<file path="src/rtl/conv_scan_ctrl.sv">
// conv_scan_ctrl: sequencer for the 3x3 convolution weight-register array.
// For each kernel it fetches the weights, then scans the kernel window
// (x, y) and the output position (X, Y) over the feature map. It drives the
// weight load/shift/return strobes and the accumulator window markers.
module conv_scan_ctrl #(
   parameter int KSIZE = 3,
   parameter int OSIZE = 19,
   parameter int KW    = 2,
   parameter int PW    = 5,
   parameter int AW    = 4
) (
   input  logic          clk,
   input  logic          xrst,
   input  logic          start,
   input  logic [AW-1:0] num_k,
   input  logic          hold,
   output logic [AW-1:0] raddr,
   output logic          load_w,
   output logic [KW-1:0] x,
   output logic [KW-1:0] y,
   output logic [PW-1:0] X,
   output logic [PW-1:0] Y,
   output logic          valid,
   output logic          win_first,
   output logic          win_last,
   output logic          shift_x,
   output logic          shift_y,
   output logic          ret_w,
   output logic          busy,
   output logic          finish
);

   localparam logic [KW-1:0] K_MAX = KW'(KSIZE - 1);
   localparam logic [PW-1:0] O_MAX = PW'(OSIZE - 1);

   typedef enum logic [2:0] {
      S_IDLE,
      S_LOAD_ADDR,
      S_LOAD_DATA,
      S_RUN,
      S_DONE
   } state_t;

   state_t        state;
   logic [AW-1:0] k;
   logic [AW-1:0] nk;

   logic step;
   logic x_end;
   logic y_end;
   logic xo_end;
   logic yo_end;
   logic last;

   assign raddr  = k;
   assign step   = (state == S_RUN) && !hold;
   assign x_end  = (x == K_MAX);
   assign y_end  = (y == K_MAX);
   assign xo_end = (X == O_MAX);
   assign yo_end = (Y == O_MAX);
   assign last   = x_end && y_end && xo_end && yo_end;

   // Weight-movement strobes and window markers from the current position.
   always_comb begin
      shift_x   = step && !x_end;
      shift_y   = step && x_end && !y_end;
      ret_w     = step && x_end && y_end;
      win_first = valid && (x == '0) && (y == '0);
      win_last  = valid && x_end && y_end;
   end

   // Control FSM with registered status outputs and the scan counters.
   always_ff @(posedge clk or negedge xrst) begin
      if (!xrst) begin
         state  <= S_IDLE;
         k      <= '0;
         nk     <= '0;
         x      <= '0;
         y      <= '0;
         X      <= '0;
         Y      <= '0;
         load_w <= 1'b0;
         valid  <= 1'b0;
         busy   <= 1'b0;
         finish <= 1'b0;
      end else begin
         case (state)
            S_IDLE: begin
               if (start) begin
                  nk    <= num_k;
                  k     <= '0;
                  x     <= '0;
                  y     <= '0;
                  X     <= '0;
                  Y     <= '0;
                  busy  <= 1'b1;
                  state <= S_LOAD_ADDR;
               end
            end
            S_LOAD_ADDR: begin
               load_w <= 1'b1;
               state  <= S_LOAD_DATA;
            end
            S_LOAD_DATA: begin
               load_w <= 1'b0;
               valid  <= 1'b1;
               state  <= S_RUN;
            end
            S_RUN: begin
               if (!hold) begin
                  // x fastest, then y, X, Y; each wraps and carries onward
                  if (!x_end) begin
                     x <= x + 1'b1;
                  end else begin
                     x <= '0;
                     if (!y_end) begin
                        y <= y + 1'b1;
                     end else begin
                        y <= '0;
                        if (!xo_end) begin
                           X <= X + 1'b1;
                        end else begin
                           X <= '0;
                           Y <= yo_end ? '0 : Y + 1'b1;
                        end
                     end
                  end
                  if (last) begin
                     valid <= 1'b0;
                     if (k == nk) begin
                        finish <= 1'b1;
                        state  <= S_DONE;
                     end else begin
                        k     <= k + 1'b1;
                        state <= S_LOAD_ADDR;
                     end
                  end
               end
            end
            S_DONE: begin
               finish <= 1'b0;
               busy   <= 1'b0;
               k      <= '0;
               state  <= S_IDLE;
            end
            default: begin
               state <= S_IDLE;
            end
         endcase
      end
   end

endmodule
</file>
<file path="config.mk">
export PLATFORM = sky130hd
export DESIGN_NAME = conv_scan_ctrl
export DESIGN_NICKNAME = d
export VERILOG_FILES = /design/src/rtl/conv_scan_ctrl.sv
export SDC_FILE = /design/constraint.sdc
export NUM_CORES = 1
export LEC_CHECK = 0
export CAP_MARGIN = 5
export CORE_MARGIN = 8
export CORE_UTILIZATION = 35
export DETAILED_ROUTE_END_ITERATION = 10
export HOLD_SLACK_MARGIN = 0.15
export MAX_ROUTING_LAYER = met4
export PLACE_DENSITY = 0.68
export SYNTH_ARGS = -nofsm -noshare
export SYNTH_HDL_FRONTEND = slang
export SYNTH_SLANG_ARGS = --single-unit
</file>
<file path="constraint.sdc">
create_clock -name clk -period 2.7 [get_ports clk]
set_input_delay 0.27 -clock clk [delete_from_list [all_inputs] [get_ports clk]]
set_output_delay 0.27 -clock clk [all_outputs]
set_load 0.03 [all_outputs]
</file>
### Word level (Yosys, flattened, before mapping)

Index checks and enable logic that the tools add are counted.

| operators by class | value |
|---|---|
| $add $sub $neg | 5 |
| equality and inequality tests | 17 |
| muxes and demuxes | 40 |
| reduce and logical (&&, ||, !) cells | 34 |

Operator list:

| cell | count |
|---|---|
| $mux W5 | 10 |
| $pmux W5 S2 | 2 |
| $mux W4 | 4 |
| $ne A2 B2 Y1 const B | 7 |
| $logic_and A1 B1 Y1 | 12 |
| $mux W2 | 6 |
| $mux W3 | 4 |
| $pmux W3 S4 | 1 |
| $pmux W4 S3 | 1 |
| $add A5 B1 Y5 const B | 2 |
| $eq A5 B5 Y1 const B | 2 |
| $reduce_and A5 Y1 | 2 |
| $reduce_bool A2 Y1 | 5 |
| $reduce_and A3 Y1 | 3 |
| $pmux W1 S2 | 4 |
| $pmux W2 S2 | 2 |
| $reduce_and A4 Y1 | 2 |
| $eq A3 B2 Y1 const B | 2 |
| $mux W1 | 6 |
| $reduce_and A6 Y1 | 1 |
| $add A2 B1 Y2 const B | 2 |
| $add A4 B1 Y4 const B | 1 |
| $eq A2 B2 Y1 const B | 2 |
| $eq A4 B4 Y1 | 1 |
| 8 further kinds | 12 |

| storage, ports and cells | value |
|---|---|
| bits in registers | 29 |
| output and inout bits | 27 |
| word-level logic and storage cells | 107 |

### Depth between registers and ports, before layout

Gate-level depths: netlist of run 1.

| logic depth | value |
|---|---|
| depth after elaboration | 7 |
| mapped depth | 7 |

### Worst setup path after synthesis of run 1

Ideal clock, no wire load.

| timing | value |
|---|---|
| path kind | flip-flop to flip-flop |
| start | register Y[0] |
| end | register k[2], in the netlist raddr[2] |
| setup time | 0.144 ns |
| arrival time | 1.995 ns |
| data required time | 2.556 ns |
| path slack | 0.561 ns |
| stages on the path, launching flop included | 8 |
| buffers on the path | 1 |
| clock period less this slack | 2.139 ns |
| cells stage by stage | dfrtp_1 -> inv_1 -> ha_1 -> nor4bb_1 -> clkbuf_1 -> nand4b_1 -> a221oi_1 -> o221ai_1 |

| on the way | value |
|---|---|
| longest elaborated chain between the ends | 4 |

RTL lines:

| item | RTL line | source |
|---|---|---|
| from (decl) | 22 | `output logic [PW-1:0] Y,` |
| from (signal assigned) | 124 | `Y <= yo_end ? '0 : Y + 1'b1;` |
| $eq A5 B5 Y1 | 60 | `assign yo_end = (Y == O_MAX);` |
| $logic_and A1 B1 Y1 | 61 | `assign last = x_end && y_end && xo_end && yo_end;` |
| $ne A2 B2 Y1 (no source line) | n/a |  |
| $reduce_and A5 Y1 (no source line) | n/a |  |
| to (signal assigned) | 134 | `k <= k + 1'b1;` |
| to (decl) | 45 | `logic [AW-1:0] k;` |

Every way passes these cells.
A chain may end at the register's enable or synchronous reset.

### Final worst setup path of run 1

| timing | value |
|---|---|
| start | register state[2] |
| end | output shift_y |

| on the way | value |
|---|---|
| longest elaborated chain between the ends | 4 |

RTL lines:

| item | RTL line | source |
|---|---|---|
| from (decl) | 44 | `state_t state;` |
| from (signal assigned) | 75 | `state <= S_IDLE;` |
| from (signal assigned) | 97 | `state <= S_LOAD_ADDR;` |
| from (signal assigned) | 102 | `state <= S_LOAD_DATA;` |
| $eq A3 B2 Y1 | 56 | `assign step = (state == S_RUN) && !hold;` |
| $logic_and A1 B1 Y1 | 56 |  |
| $logic_and A1 B1 Y1 (2 in series) | 66 | `shift_y = step && x_end && !y_end;` |
| to (decl) | 27 | `output logic shift_y,` |

Every way passes these cells.

==> impl_metrics.toml, run 1 <==
[global_routing]
grt_pass1_vias = 1440
grt_max_degree = 30
antenna_found_initial = 0
grt_overflow_total = 0
gr-usage-all-layers_pct = 11.77
grt_pass1_wl_um = 6782

[power]
p_leak_uw = 0.0008780
power_frac_seq_pct = 40.7
combinationalPowerShare_pct = 34.5
internal_power_uw = 917.0
clockPowerShare_pct = 24.8
p_sw_uw = 516.4
power_density_mw_per_mm2 = 689.3
power.total_uw = 1433
sw_frac_of_total_pct = 36.03
max-vdd-ir-drop_uv = 288.6

[yosys]
synth.distinct_cells = 48
synthTopCellsByArea = "dfrtp_1 45%, ha_1 3.9%, o21ai_0 3.7%"
async_reset_ff_share_pct = 100.0
synth_seq_area_share_pct = 45.07
syn_area_per_cell_um2 = 10.06
synth_top_area_share_pct = 45.07
syn_area_mm2 = 0.001610
synth_common_cells = "29 x dfrtp_1, 12 x o21ai_0, 11 x nor2_1"
syn_nets = 173
synth.most_common_cell = "dfrtp_1"
synth_cells = 160
synth_edf_count = 0
yosys.area.top_type = "dfrtp_1"
ys_seq_elements = 29
synthFlopType = "dfrtp_1"
yosysWarnings = 0

[timing]
fin_crit_ns = 2.512
maxSlewViolCount = 0
timing.fmax_ghz = 0.3981
slew_headroom_pct = 63.47
fin_tns_setup_ns = 0
skew_ns = 0.005291
worst_pin_slew_ns = 0.5480
setup_viol = 0
hold_viol_final = 0
finalCritPeriodShare_pct = 93.04
grt_setup_unrepaired = "false"
holdWs_ns = 0.3715

[place]
hpwl_um = 2924
globalplace.congestion = 0.8288
io_buffers = 34

[final_layout]
drive_above_1_share_pct = 10.66
fin_nets = 210
area_growth_pct = 29.14
fin_util_pct = 47.43
diodes = 0

[setup_path]
slowest_stage = "clkdlybuf4s50_1"
cp.required_ns = 2.43
max_stage_delay_ns = 0.71
cpLargestDelayFamily = "buffers and inverters"
criticalPathCategory = "flop to output pin"
cp_num_buf_inv = 1
arrival_ns = 2.24
critPathMaxFanout = 12
worst_setup_path_end_kind = "output pin"
crit_chain = "and3b_2 -> nand2b_1 -> a211oi_1 -> clkdlybuf4s50_1"
startpoint_type = "flop"

[routing]
wirelength_um = 3915
route.vias.total = 1383
firstDrtPassIters = 4
ant_nets = 0
drcViolationCount = 0
wl_per_cell_um = 15.72
drt_iter0_drc = 59
via_per_inst = 5.554

[clock_tree]
cts_tree = "done"
cts.clk_slew.worst_paths_ns = 0.06
cts_setup_buffers = 0
cts-buffers-inserted = 5
cts_sinks = 29
cts_htree_levels = 2
cts-root-buf = "clkbuf_8"
clock_path_buffers = 2
cts_resized = 0
clock_latency_ns = 0.28
holdBufCountCts = 0

[floorplanning]
dieArea_mm2 = 0.007027
die_h_um = 83.83
row_count = 24
ios = 35
core_area_mm2 = 0.004384
die_x_um = 83.83
start_util_pct = 36.73

[run]
drv_cap = 0

[status]
status = "completed"

[worst_hold_path]
hp-class = "primary input to asynchronous set/reset pin"
## power by group through the flow
stage	Clock (uW)	Combinational, uW	Sequential (uW)
2_1_floorplan	0	187	684
3_3_place_gp	0	492	588
3_5_place_dp	0	499	591
4_1_cts	370	500	584
5_1_grt	382	536	598
6_report	356	495	583
## metal layers
| layer | wire [um] | track usage [%] |
|---|---|---|
| met5 | 0 | - |
| met4 | 79 | 4.710 |
| met3 | 166 | 3.809 |
| met2 | 1909 | 18.74 |
| met1 | 1759 | 13.31 |
## cell families after synthesis
group,share of synthesized area (%)
mux,4.040
simple gates,20.67
xor+xnor,2.175
fa+ha+maj,3.885
compound gates,19.27
flops,45.07
buf+inv,4.895
## flip-flops by register name, indices dropped and copies added (netlist names)
register,count
x,2
state,3
y,2
raddr,4
Y,5
busy,1
valid,1
load_w,1
nk,4
finish,1
X,5
## path summary, 6_finish.rpt
kind / from / end / slack (ns) / cells after the start
setup / recovery: state[2] / shift_y / 0.19 / 4
hold / removal: xrst / y[1] / 0.37 / 2
setup reg to reg: Y[0] / raddr[3] / 0.48 / 6
hold reg to reg: load_w / load_w / 0.50 / 2
max in group asynchronous: xrst / valid / 2.06 / 2
min in group clk: load_w / load_w / 0.50 / 2
## per-stage QoR
stage	setup WS (ns)	instances	cell area [um^2]
after floorplan	0.5608	160	1610
after global placement	0.4664	242	1993
after detailed placement	0.4310	242	1993
after CTS	0.1843	249	2079
after global routing	0.04015	249	2079
final	0.1878	249	2079
## final cells by class
cell class	count	area, um^2
clock buffers	7	86.33
fillers	423	2305
inverters	9	33.78
multi-input cells	115	805.8
flip-flops and latches	29	725.7
well taps	52	65.06
repair buffers	37	362.8
## cell usage in the layout (no fill, tap or decap), types with 2 or more instances in the layout
cell type	Yosys	routed
a211oi_1	2	2
a21o_1	2	2
a21oi_1	8	8
a22o_1	2	2
and4bb_2	2	2
buf_4	1	3
clkbuf_8	0	6
clkdlybuf4s50_1	0	34
dfrtp_1	29	29
ha_1	5	5
inv_1	9	9
mux2_2	4	4
mux2i_1	2	2
nand2_1	7	7
nand2b_1	4	4
nand3_1	9	9
nand3b_1	2	2
nor2_1	11	11
nor3_1	3	3
nor4_1	2	2
o21ai_0	12	12
o221ai_1	2	2
o31ai_1	2	2
o41ai_1	4	4
or3_1	4	4
xnor2_1	4	4
Note: power is estimated with default switching activity, not from simulation.
==> run 2: changes to the inputs <==
MAX_ROUTING_LAYER = unset   (was met4)
==> run 2 against run 1 <==
  * Cell area unchanged
  * Largest power group unchanged
  * Die area unchanged
  * Via count about the same
  * Largest cell class unchanged
  * Worst setup slack worse by 0.0024 ns
  * Core utilization unchanged
  * Routed wire length up 0.15%
  * Combinational power about the same
  * Register-to-register slack about the same
  * Critical path depth unchanged
  * Final cell count unchanged
  * Clock power about the same
==> impl_metrics.toml, run 2 (same netlist as run 1, synthesis figures left out) <==
[final_layout]
drive_above_1_share_pct = 10.66
layout_commonest_cell = "clkdlybuf4s50_1"
fillers = 423
fin_cells = 249
diodes = 0
layout_common_cells = "34 x clkdlybuf4s50_1, 29 x dfrtp_1, 12 x o21ai_0, 11 x nor2_1"
multiInputGateArea_um2 = 805.8
top_regs = "X x5, Y x5"
layout.area.seq_um2 = 725.7
area_growth_pct = 29.14
fin_nets = 210

[floorplanning]
row_count = 24
ios = 35
core_area_mm2 = 0.004384
start_util_pct = 36.73
die_h_um = 83.83
dieArea_mm2 = 0.007027
die_x_um = 83.83

[status]
status = "completed"

[clock_tree]
cts_setup_buffers = 0
clock_path_buffers = 2
cts.clk_slew.worst_paths_ns = 0.06
cts-buffers-inserted = 5
cts-root-buf = "clkbuf_8"
holdBufCountCts = 0
cts_resized = 0
clock_latency_ns = 0.28
cts_tree = "done"
cts_htree_levels = 2
cts_sinks = 29

[setup_path]
cp.required_ns = 2.43
reg2reg_to = "raddr[3]"
cp_num_buf_inv = 1
crit_chain = "and3b_2 -> nand2b_1 -> a211oi_1 -> clkdlybuf4s50_1"
worst_setup_path_end_kind = "output pin"
arrival_ns = 2.24
slowest_stage = "clkdlybuf4s50_1"
regToRegSetupSlack_ns = 0.48
reg2reg_depth = 6
startpoint_type = "flop"
critPathMaxFanout = 12
reg2reg_from = "Y[0]"
max_stage_delay_ns = 0.71
criticalPathCategory = "flop to output pin"
cpLargestDelayFamily = "buffers and inverters"

[global_routing]
gr-usage-all-layers_pct = 11.51
antenna_found_initial = 0
grt_pass1_vias = 1435
grt_max_degree = 30
grt_overflow_total = 0
grt_pass1_wl_um = 6782

[place]
hpwl_um = 2924
globalplace.congestion = 0.8168
io_buffers = 34
dp.cells = 242

[power]
max-vdd-ir-drop_uv = 288.6
p_leak_uw = 0.0008780
power_density_mw_per_mm2 = 690.0

[routing]
ant_nets = 0
wl_per_cell_um = 15.75
dr_wl_met2_um = 1909
top_layer_used = "met4"
drcViolationCount = 0
drt_iter0_drc = 59
via_per_inst = 5.550
firstDrtPassIters = 4
wirelength_um = 3921
met3_wirelength_um = 209
route.vias.total = 1382
wl_met1_um = 1723

[timing]
hold_viol_final = 0
fin_tns_setup_ns = 0
finalCritPeriodShare_pct = 93.13
worst_pin_slew_ns = 0.5476
grt_setup_unrepaired = "false"
fin_crit_ns = 2.515
timing.fmax_ghz = 0.3977
setup_viol = 0
slew_headroom_pct = 63.49
skew_ns = 0.004563
maxSlewViolCount = 0

[run]
drv_cap = 0

[worst_hold_path]
hp-class = "primary input to asynchronous set/reset pin"
[run 2: cell counts in the layout (fill, tap and decap cells not counted)]
Identical to the previous run, type by type.
[run 2: metrics by stage]
step	hold WS [ns]	total power (uW)	cell area [um^2]	setup slack, ns	util, %
2_1_floorplan	-0.02559	870.6	1610	0.5608	-
3_3_place_gp	0.4780	1080	1993	0.4664	45.46
3_5_place_dp	0.4907	1090	1993	0.4310	45.46
4_1_cts	0.3751	1454	2079	0.1843	47.43
5_1_grt	0.4060	1518	2079	0.03742	47.43
6_report	0.3703	1435	2079	0.1854	47.43
[run 2: how the worst max path moves through the flow]
stage,from,end,slack [ns],cells past startpoint
floorplan,Y[0],raddr[2],0.56,7
global placement,start,X[4],0.47,5
detailed placement,start,X[3],0.43,5
CTS,state[2],shift_y,0.18,4
global route,state[2],shift_y,0.04,4
finish,state[2],shift_y,0.19,4
[run 2: layout make-up]
cell class | instances | share of cell area (%)
Timing Repair Buffer | 37 | 17.45
Multi-Input combinational cell | 115 | 38.75
Tap cell | 52 | 3.129
Inverter | 9 | 1.625
Clock buffer | 7 | 4.152
Sequential cell | 29 | 34.90
[run 2: routing by layer]
| layer | GRT usage [%] | vias up |
|---|---|---|
| li1 | - | 670 |
| met1 | 13.03 | 668 |
| met2 | 18.74 | 34 |
| met3 | 4.590 | 10 |
| met4 | 4.710 | 0 |
| met5 | 0 | - |
[run 2: power by group]
group	internal [uW]	total [uW]	switching, uW
combinational	222	495	273
sequential	494	583	89.4
clock	202	357	155
total	917	1430	518
==> run 3: changes to the inputs <==
CORE_UTILIZATION = 45   (was 35)
PLACE_DENSITY = 0.81   (was 0.68)
==> run 3 against run 2 <==
  * Combinational power hardly changed
  * Global-route usage grew 3.5 points
  * Routed wire length fell by 4.2%
  * Final cell count down 2.0%
  * Non-clock buffer count unchanged
  * Clock skew rose by 0.0063 ns
  * Die area down 18%
  * Clock power is 31% lower
==> impl_metrics.toml, run 3 (same netlist as run 1, synthesis figures left out) <==
[timing]
timing.fmax_ghz = 0.4133
finalCritPeriodShare_pct = 89.60
skew_ns = 0.01090
slew_headroom_pct = 62.56
grt_setup_unrepaired = "false"
maxSlewViolCount = 0
worst_pin_slew_ns = 0.5616
fin_tns_setup_ns = 0
hold_viol_final = 0
holdWs_ns = 0.3146
setup_viol = 0
fin_crit_ns = 2.419

[setup_path]
criticalPathCategory = "flop to output pin"
regToRegSetupSlack_ns = 0.47
reg2reg_from = "Y[0]"
critPathMaxFanout = 12
reg2reg_depth = 6
arrival_ns = 2.15
cp.required_ns = 2.43
worst_setup_path_end_kind = "output pin"
startpoint_type = "flop"
reg2reg_to = "raddr[2]"

[final_layout]
area_growth_pct = 26.50
layout_commonest_cell = "clkdlybuf4s50_1"
fin_cells = 244
diodes = 0
fin_util_pct = 60.10
top_regs = "X x5, Y x5"
drive_above_1_share_pct = 10.10
fin_nets = 210
stdcell_area_mm2 = 0.002037
layout_common_cells = "33 x clkdlybuf4s50_1, 29 x dfrtp_1, 12 x o21ai_0, 11 x nor2_1"

[place]
hpwl_um = 2836
globalplace.congestion = 0.8950
io_buffers = 34
dp.cells = 236
placed_cell_area_mm2 = 0.001986

[clock_tree]
cts_tree = "done"
clock_latency_ns = 0.33
holdBufCountCts = 0
cts_resized = 0
cts.clk_slew.worst_paths_ns = 0.09
cts_htree_levels = 2
cts-buffers-inserted = 5
cts-root-buf = "clkbuf_4"
clock_path_buffers = 2
cts_setup_buffers = 0
cts_sinks = 29

[routing]
ant_nets = 0
wirelength_um = 3755
route.vias.total = 1417
firstDrtPassIters = 4
wl_per_cell_um = 15.39
drt_iter0_drc = 113
via_per_inst = 5.807
drcViolationCount = 0

[power]
max-vdd-ir-drop_uv = 381.5
power_density_mw_per_mm2 = 649.5
p_leak_uw = 0.0008778

[global_routing]
grt_overflow_total = 0
gr-usage-all-layers_pct = 15.03
grt_max_degree = 30
grt_pass1_wl_um = 6624
antenna_found_initial = 0
grt_pass1_vias = 1431

[floorplanning]
core_area_mm2 = 0.003390
start_util_pct = 47.51
die_h_um = 75.82
ios = 35
row_count = 21
die_x_um = 75.82
dieArea_mm2 = 0.005749

[worst_hold_path]
hp-class = "primary input to asynchronous set/reset pin"

[run]
drv_cap = 0

[status]
status = "completed"
==> run 3: changes by cell type in the layout (fill, tap and decap cells not counted), sizes merged <==
cell,change
clkbuf,+1
clkdlybuf4s50,-1
dlymetal6s2s,+1
==> run 3: stage by stage <==
| stage | total power, uW | setup WS (ns) |
|---|---|---|
| after global routing | 1412 | 0.1495 |
| after detailed placement | 1090 | 0.4122 |
| final | 1323 | 0.2807 |
| after floorplan | 870.6 | 0.5608 |
| after global placement | 1073 | 0.4771 |
| after CTS | 1337 | 0.1460 |
==> run 3: worst max-delay path by stage <==
| stage | startpoint | endpoint | slack [ns] | cells after the start |
|---|---|---|---|---|
| final | state[2] | ret_w | 0.28 | 4 |
| after global routing | state[2] | ret_w | 0.15 | 4 |
| after CTS | state[2] | shift_y | 0.15 | 4 |
| after detailed placement | start | X[3] | 0.41 | 5 |
| after global placement | start | Y[1] | 0.48 | 5 |
| after floorplan | Y[0] | raddr[2] | 0.56 | 7 |
==> run 3: critical path, cell delays in order (launching register included) <==
cell,delay (ns)
dfrtp_1,0.50
and3b_2,0.38
nand2b_1,0.13
nor2_1,0.12
clkdlybuf4s50_1,0.69
==> run 3: metal layers <==
metal / GRT usage (%) / share of wire, % / vias to the layer above
met5: 0 / 0 / -
met4: 5.757 / 1.6 / 0
met2: 24.43 / 50 / 41
met1: 17.77 / 43 / 688
li1: - / - / 680
met3: 5.132 / 5.9 / 8
==> run 3: power breakdown <==
| part | total [uW] | switching, uW | internal [uW] |
|---|---|---|---|
| registers | 585 | 92.3 | 493 |
| clock network | 246 | 142 | 104 |
| logic | 492 | 273 | 219 |
==> run 3: final cells by class <==
cell class                      instances  area, um^2
Sequential cell                        29       725.7
Clock buffer                            8       48.80
Multi-Input combinational cell        115       805.8
Tap cell                               46       57.56
Inverter                                9       33.78
Fill cell                             275        1353
Timing Repair Buffer                   37       365.4
